==> src/rtl/shifter_pkg.sv <==
// Shared types and helpers for the serial right shifter.
// Imported by the top-level shifter.
package shifter_pkg;

  typedef enum logic [1:0] {
    IDLE,
    SHIFT,
    DONE
  } state_e;

  localparam int WIDTH_DEF = 8;
  localparam int AMT_W_DEF = 4;

  function automatic int clamp_amt(
    input int amt,
    input int lim
  );
    return (amt > lim) ? lim : amt;
  endfunction

endpackage

==> src/rtl/shift_down_counter.sv <==
// Loadable down-counter with a terminal-count flag.
// Used to pace iterative units.
module shift_down_counter #(
  parameter int W = 4
) (
  input  logic         clk,
  input  logic         rst_n,
  input  logic         load,
  input  logic [W-1:0] load_val,
  input  logic         dec,
  output logic         last
);

  logic [W-1:0] cnt_q;
  logic [W-1:0] cnt_d;

  always_comb begin
    cnt_d = cnt_q;
    if (load) begin
      cnt_d = load_val;
    end else if (dec && cnt_q != '0) begin
      cnt_d = cnt_q - 1'b1;
    end
  end

  always_ff @(posedge clk or negedge rst_n) begin
    if (!rst_n) begin
      cnt_q <= '0;
    end else begin
      cnt_q <= cnt_d;
    end
  end

  assign last = (cnt_q == W'(1));

endmodule

==> src/rtl/serial_right_shifter.sv <==
// Multi-cycle logical right shifter, one bit per clock.
// Reports discarded 1-bits and whether the result fits 4 bits.
module serial_right_shifter
  import shifter_pkg::*;
#(
  parameter int WIDTH = WIDTH_DEF,
  parameter int AMT_W = AMT_W_DEF,
  parameter int CNT_W = 4
) (
  input  logic             clk,
  input  logic             rst_n,
  input  logic             in_valid,
  output logic             in_ready,
  input  logic [WIDTH-1:0] in_data,
  input  logic [AMT_W-1:0] in_amt,
  output logic             out_valid,
  input  logic             out_ready,
  output logic [WIDTH-1:0] out_data,
  output logic             out_lost,
  output logic             out_fits
);

  state_e           state_q;
  state_e           state_d;
  logic [WIDTH-1:0] data_q;
  logic [WIDTH-1:0] data_d;
  logic             lost_q;
  logic             lost_d;
  logic             fits_q;
  logic             fits_d;
  logic             in_ready_q;
  logic             in_ready_d;
  logic             out_valid_q;
  logic             out_valid_d;
  logic             cnt_load;
  logic             cnt_dec;
  logic             cnt_last;
  logic [CNT_W-1:0] n;

  // Amounts past WIDTH just flush the register, so cap the count there.
  assign n = CNT_W'(clamp_amt(int'(in_amt), WIDTH));

  shift_down_counter #(
    .W(CNT_W)
  ) u_cnt (
    .clk      (clk),
    .rst_n    (rst_n),
    .load     (cnt_load),
    .load_val (n),
    .dec      (cnt_dec),
    .last     (cnt_last)
  );

  always_comb begin
    state_d     = state_q;
    data_d      = data_q;
    lost_d      = lost_q;
    in_ready_d  = in_ready_q;
    out_valid_d = out_valid_q;
    cnt_load    = 1'b0;
    cnt_dec     = 1'b0;
    unique case (state_q)
      IDLE: begin
        if (in_valid) begin
          data_d     = in_data;
          lost_d     = 1'b0;
          in_ready_d = 1'b0;
          cnt_load   = 1'b1;
          if (n == '0) begin
            state_d     = DONE;
            out_valid_d = 1'b1;
          end else begin
            state_d = SHIFT;
          end
        end
      end
      SHIFT: begin
        lost_d  = lost_q | data_q[0];
        data_d  = {1'b0, data_q[WIDTH-1:1]};
        cnt_dec = 1'b1;
        if (cnt_last) begin
          state_d     = DONE;
          out_valid_d = 1'b1;
        end
      end
      DONE: begin
        if (out_ready) begin
          state_d     = IDLE;
          out_valid_d = 1'b0;
          in_ready_d  = 1'b1;
        end
      end
      default: begin
        state_d     = IDLE;
        in_ready_d  = 1'b1;
        out_valid_d = 1'b0;
      end
    endcase
    fits_d = (data_d[WIDTH-1:4] == '0);
  end

  always_ff @(posedge clk or negedge rst_n) begin
    if (!rst_n) begin
      state_q     <= IDLE;
      data_q      <= '0;
      lost_q      <= 1'b0;
      fits_q      <= 1'b1;
      in_ready_q  <= 1'b1;
      out_valid_q <= 1'b0;
    end else begin
      state_q     <= state_d;
      data_q      <= data_d;
      lost_q      <= lost_d;
      fits_q      <= fits_d;
      in_ready_q  <= in_ready_d;
      out_valid_q <= out_valid_d;
    end
  end

  assign in_ready  = in_ready_q;
  assign out_valid = out_valid_q;
  assign out_data  = data_q;
  assign out_lost  = lost_q;
  assign out_fits  = fits_q;

endmodule

==> config.mk <==
export PLATFORM = sky130hd
export DESIGN_NAME = serial_right_shifter
export DESIGN_NICKNAME = d
export VERILOG_FILES = /design/src/rtl/shifter_pkg.sv /design/src/rtl/shift_down_counter.sv /design/src/rtl/serial_right_shifter.sv
export SDC_FILE = /design/constraint.sdc
export NUM_CORES = 1
export LEC_CHECK = 0
export CAP_MARGIN = 30
export CORE_ASPECT_RATIO = 0.6
export CORE_UTILIZATION = 30
export CTS_BUF_LIST = sky130_fd_sc_hd__clkbuf_4
export CTS_CLUSTER_DIAMETER = 50
export DETAILED_ROUTE_END_ITERATION = 7
export PLACE_DENSITY = 0.67
export SYNTH_ARGS = -nofsm -noshare
export SYNTH_HDL_FRONTEND = slang
export SYNTH_SLANG_ARGS = --single-unit
==> constraint.sdc <==
create_clock -name clk -period 1.95 [get_ports clk]
set_clock_uncertainty 0.15 [all_clocks]
set_input_delay 0.4875 -clock clk [delete_from_list [all_inputs] [get_ports clk]]
set_output_delay 0.4875 -clock clk [all_outputs]
set_load 0.005 [all_outputs]
# Word level (Yosys, flattened, before mapping)
# Index checks and enable logic that the tools add are counted.
# word_totals
output_inout_bits,12
ff_bits,18
word_cells,52
inputBits,16
# classes
bitwise_logic,2
eq_ne,7
n_reduce_logical,11
magnitude_cmp,1
n_mux,22
n_addsub,1
# op_table
cell,n
$pmux W8 S2,1
$mux W4,3
$mux W1,9
$logic_not A4 Y1,2
$mux W2,4
$mux W8,1
$ne A2 B2 Y1 const B,4
$pmux W1 S3,2
$pmux W2 S3,1
$reduce_and A3 Y1,2
$eq A4 B1 Y1 const B,1
$gt A4 B4 Y1 const B,1
$reduce_and A4 Y1,1
$reduce_bool A2 Y1,2
$reduce_bool A4 Y1,1
$sub A4 B1 Y4 const B,1
$eq A2 B1 Y1 const B,1
$eq A2 B2 Y1 const B,1
$logic_not A2 Y1,1
$pmux W1 S2,1
$reduce_and A2 Y1,1
$logic_and A1 B1 Y1,1
$not A1 Y1,1
$or A1 B1 Y1,1

# Logic depth before layout (Yosys ltp)
# logic_depth
word_depth,6
depth_mapped,6
ltp_nobuf,5

# Hierarchy
# From an unflattened synthesis, not the netlist that was laid out.
# hier_totals
cells_unflattened,108
area_unflattened_um2,1054.8
# by_module_without_submodules
module,cells_each,area_each_um2,n_inst,seq_area_each_um2
serial_right_shifter,79,772.0,1,352.8
shift_down_counter,29,282.8,1,100.1

# Worst setup path before layout
# Ideal clock, no wire load.
# synth_path
kind,reg2reg
from,register u_cnt.cnt_q[0]
to,register u_cnt.cnt_q[1]
arrival_ns,1.232
setup_time_ns,0.119
stages_incl_launch_ff,6
slack_ns,0.449
n_path_buf,0
path_cell_list,dfrtp_1 > inv_1 > ha_1 > a311oi_4 > o211ai_1 > o21a_1
# synth_via
elab_chain_cells,3
elab_cells_between_ends,6
# synth_lines
item,line_no,source
from (decl),shift_down_counter.sv:14,logic [W-1:0] cnt_q;
from (signal assigned),shift_down_counter.sv:30,cnt_q <= cnt_d;
$sub A4 B1 Y4 / $reduce_bool A4 Y1 (equally long branches),"shift_down_counter.sv:22, shift_down_counter.sv:21",
$mux W4 / $logic_and A1 B1 Y1 (equally long branches),shift_down_counter.sv:21,end else if (dec && cnt_q != '0) begin
$mux W4 / $reduce_bool A2 Y1 (equally long branches),n/a,
# Parallel ways exist; a longest one is shown, timed or not. The select of a mux whose other input is x is not followed.
# A chain may end at the register's enable or synchronous reset.

# Final worst setup path
# layout_path
from,"register data_q[3], in the netlist out_data[3]"
to,output out_data[3]
# layout_lines
item,line_no,source
from (decl),serial_right_shifter.sv:25,logic [WIDTH-1:0] data_q;
from (signal assigned),serial_right_shifter.sv:112,data_q <= data_d;
to (decl),serial_right_shifter.sv:18,"output logic [WIDTH-1:0] out_data,"
# No word-level cell between the ends.

==> metrics.cfg <==
[status]
status = finished, final reports clean

[cells_and_area]
final_nets = 158
fillCellCount = 291
drive_gt1_frac = 0.1522
finalInstanceArea_mm2 = 0.001369
syn_to_final_growth_pct = 41.16
stdcell_count = 180
diodes = 0

[cts]
cts_setup_buffers = 0
clk_pin_slew_ns = 0.10
clk_latency_ns = 0.29
htree_levels = 1
clock-sinks = 18
cts_tree = done
clockRootBuffer = clkbuf_4
clockBufferDepth = 2
numCtsBuffers = 3

[floorplan]
die_w_um = 75.40
num_io_pins = 28
die_h_um = 46.04
die_area_mm2 = 0.003471
design.core.area_mm2 = 0.002965
start_util = 0.3270
num_rows = 15

[global_routing]
grt_use_total = 0.1568
grt_max_degree = 19
grt.overflow.total = 0
grt_pass1_wl_mm = 3.870
antenna_found_initial = 0
first_global_vias = 838

[pwr]
ir_worst_vdd_mv = 0.6879
p_leak_nw = 0.5889
powerDensity_mw_per_mm2 = 1530

[critical_path]
worstSetupEndpointType = output port
worst-path-buf-inv = 1
cp_max_fo = 4
slowest_stage = clkdlybuf4s50_1
start_kind = register
crit_type = reg -> out
arrival_ns = 1.24
critical_path.top_delay_family = buffers and inverters
path_cells = clkdlybuf4s50_1
crit_required_ns = 1.31
timing.critical_path.slowest_cell_delay_ns = 0.53

[sta]
drv_slew = 0
layout_setup_ws_ns = 0.07502
worst-slew-pin-transition_ns = 0.5829
timing.fmax_mhz = 533.3
rsz0062_at_grt = false
finalSetupTns_ns = 0
layout_min_cycle_time_ns = 1.875
holdWs_ns = 0.3570
setup-violations-final = 0
hold_violations = 0
period_share = 0.9615
slew_headroom = 0.6106

[place]
place_congestion = 0.7427
numPortBuffers = 27
hpwl_mm = 1.833
place_ws_ns = -0.1438
placed_cell_area_mm2 = 0.001349
dpl.cell_count = 177

[yosys]
syn_area_um2 = 969.7
syn_nets = 120
synth_enable_flop_cells = 0
synth_fa_ha_area_frac = 0.02581
yosys.cell_types.count = 32
synth_xor_xnor_area_share = 0
synth_mux_area_frac = 0
synth_compound_area_frac = 0.3019
synth_top_flop_cell = dfrtp_1
syn_area_per_cell_um2 = 9.507
synthArstFlopShare = 1.000
synthCells = 102
ys_seq_elements = 18
ys_seq_area_frac = 0.4671
ys_warn_count = 0
synth_top_family_by_area = compound AO/OA/AOI/OAI gates
synth-simple-area-share = 0.1471

[flow_run]
drv_cap = 0

[detailed_routing]
routed_wl_mm = 2.385
drt_iter0_markers = 56
post-route-drc-count = 0
ant_nets = 0
routed-via-count = 907
wire_per_inst_um = 13.25
drtPass1Iterations = 4
vias_per_cell = 5.039

[worst_hold_path]
holdCritPathClass = in -> async

## cell usage in the layout, fill, tap and decap left out, types with 2 or more instances in the layout
cell type        count
o21ai_0             11
clkbuf_4             3
a21oi_1             10
clkdlybuf4s50_1     25
inv_1                8
dlygate4sd2_1        2
nor2_1               6
dfrtp_1             16
nand2_1              6
a31oi_1              2
dfstp_2              2
nand3_1              2
o21a_1               2
a22oi_1             12
nor2b_1              2
ha_1                 2
nor4bb_1             2
buf_4               11
## per-stage QoR
stage / util / power [mW]
after floorplan: - / 1.400
after detailed placement: 0.4549 / 1.922
final: 0.4616 / 2.095
after global placement: 0.4549 / 1.895
after CTS: 0.4616 / 2.106
after global routing: 0.4616 / 2.282
## report_power, final
group | internal [mW] | switching (mW)
sequential | 0.570 | 0.218
clock | 0.0719 | 0.112
combinational | 0.617 | 0.506
total | 1.26 | 0.836
## path summary, 6_finish.rpt
check                             from           to  slack [ns]  cells after the start
setup / recovery           out_data[3]  out_data[3]        0.08                      1
hold / removal                   rst_n     out_lost        0.36                      2
setup reg to reg            state_q[0]     out_fits        0.26                      5
hold reg to reg              out_valid    out_valid        0.39                      2
max in group asynchronous        rst_n     out_fits        1.04                      2
min in group clk             out_valid    out_valid        0.39                      2
## registers in the layout, summed over array words and instances (netlist names)
register	cells
out_fits	1
state_q	2
out_valid	1
out_data	8
out_lost	1
in_ready	1
u_cnt.cnt_q	4
## cell usage after synthesis (all sizes together) (2+ instances only)
master | instances | area, µm²
dfrtp | 16 | 400.4
o21a | 2 | 15.01
nor2b | 2 | 12.51
clkbuf | 3 | 13.76
nand2 | 6 | 22.52
nor4bb | 2 | 20.02
a31oi | 2 | 12.51
inv | 8 | 30.03
dfstp | 2 | 52.55
a22oi | 12 | 90.09
ha | 2 | 25.02
nand3 | 2 | 10.01
a21oi | 10 | 50.05
buf | 2 | 12.51
o21ai | 12 | 60.05
nor2 | 7 | 28.78
## metal layers
layer / vias up / part of all wire / track usage
li1: 448 / - / -
met1: 430 / 0.52 / 0.2262
met2: 27 / 0.42 / 0.2268
met3: 2 / 0.057 / 0.05531
met4: 0 / 0.0025 / 0.02963
met5: - / 0 / 0
## kinds of logic after synthesis
kind of cell               count (synthesis)
DFF                                       18
and+or+nand+nor                           25
adders and majority gates                  2
buffers and inverters                     13
AOI/OAI and AO/OA                         44
## timing repair
action | 4_1_cts | 5_1_grt
setup endpoints to repair | 2 | 0
gates resized for setup | 2 | 0
hold buffers | 0 | 0
## final cells by class
cell class	instances	area, µm²	share of cell area
Multi-Input combinational cell	71	460.4	0.3364
Sequential cell	18	452.9	0.3309
Timing Repair Buffer	38	350.3	0.2559
Tap cell	42	52.55	0.03839
Inverter	8	30.03	0.02194
Clock buffer	3	22.52	0.01645
No activity file was read; power rests on OpenSTA's default activity.
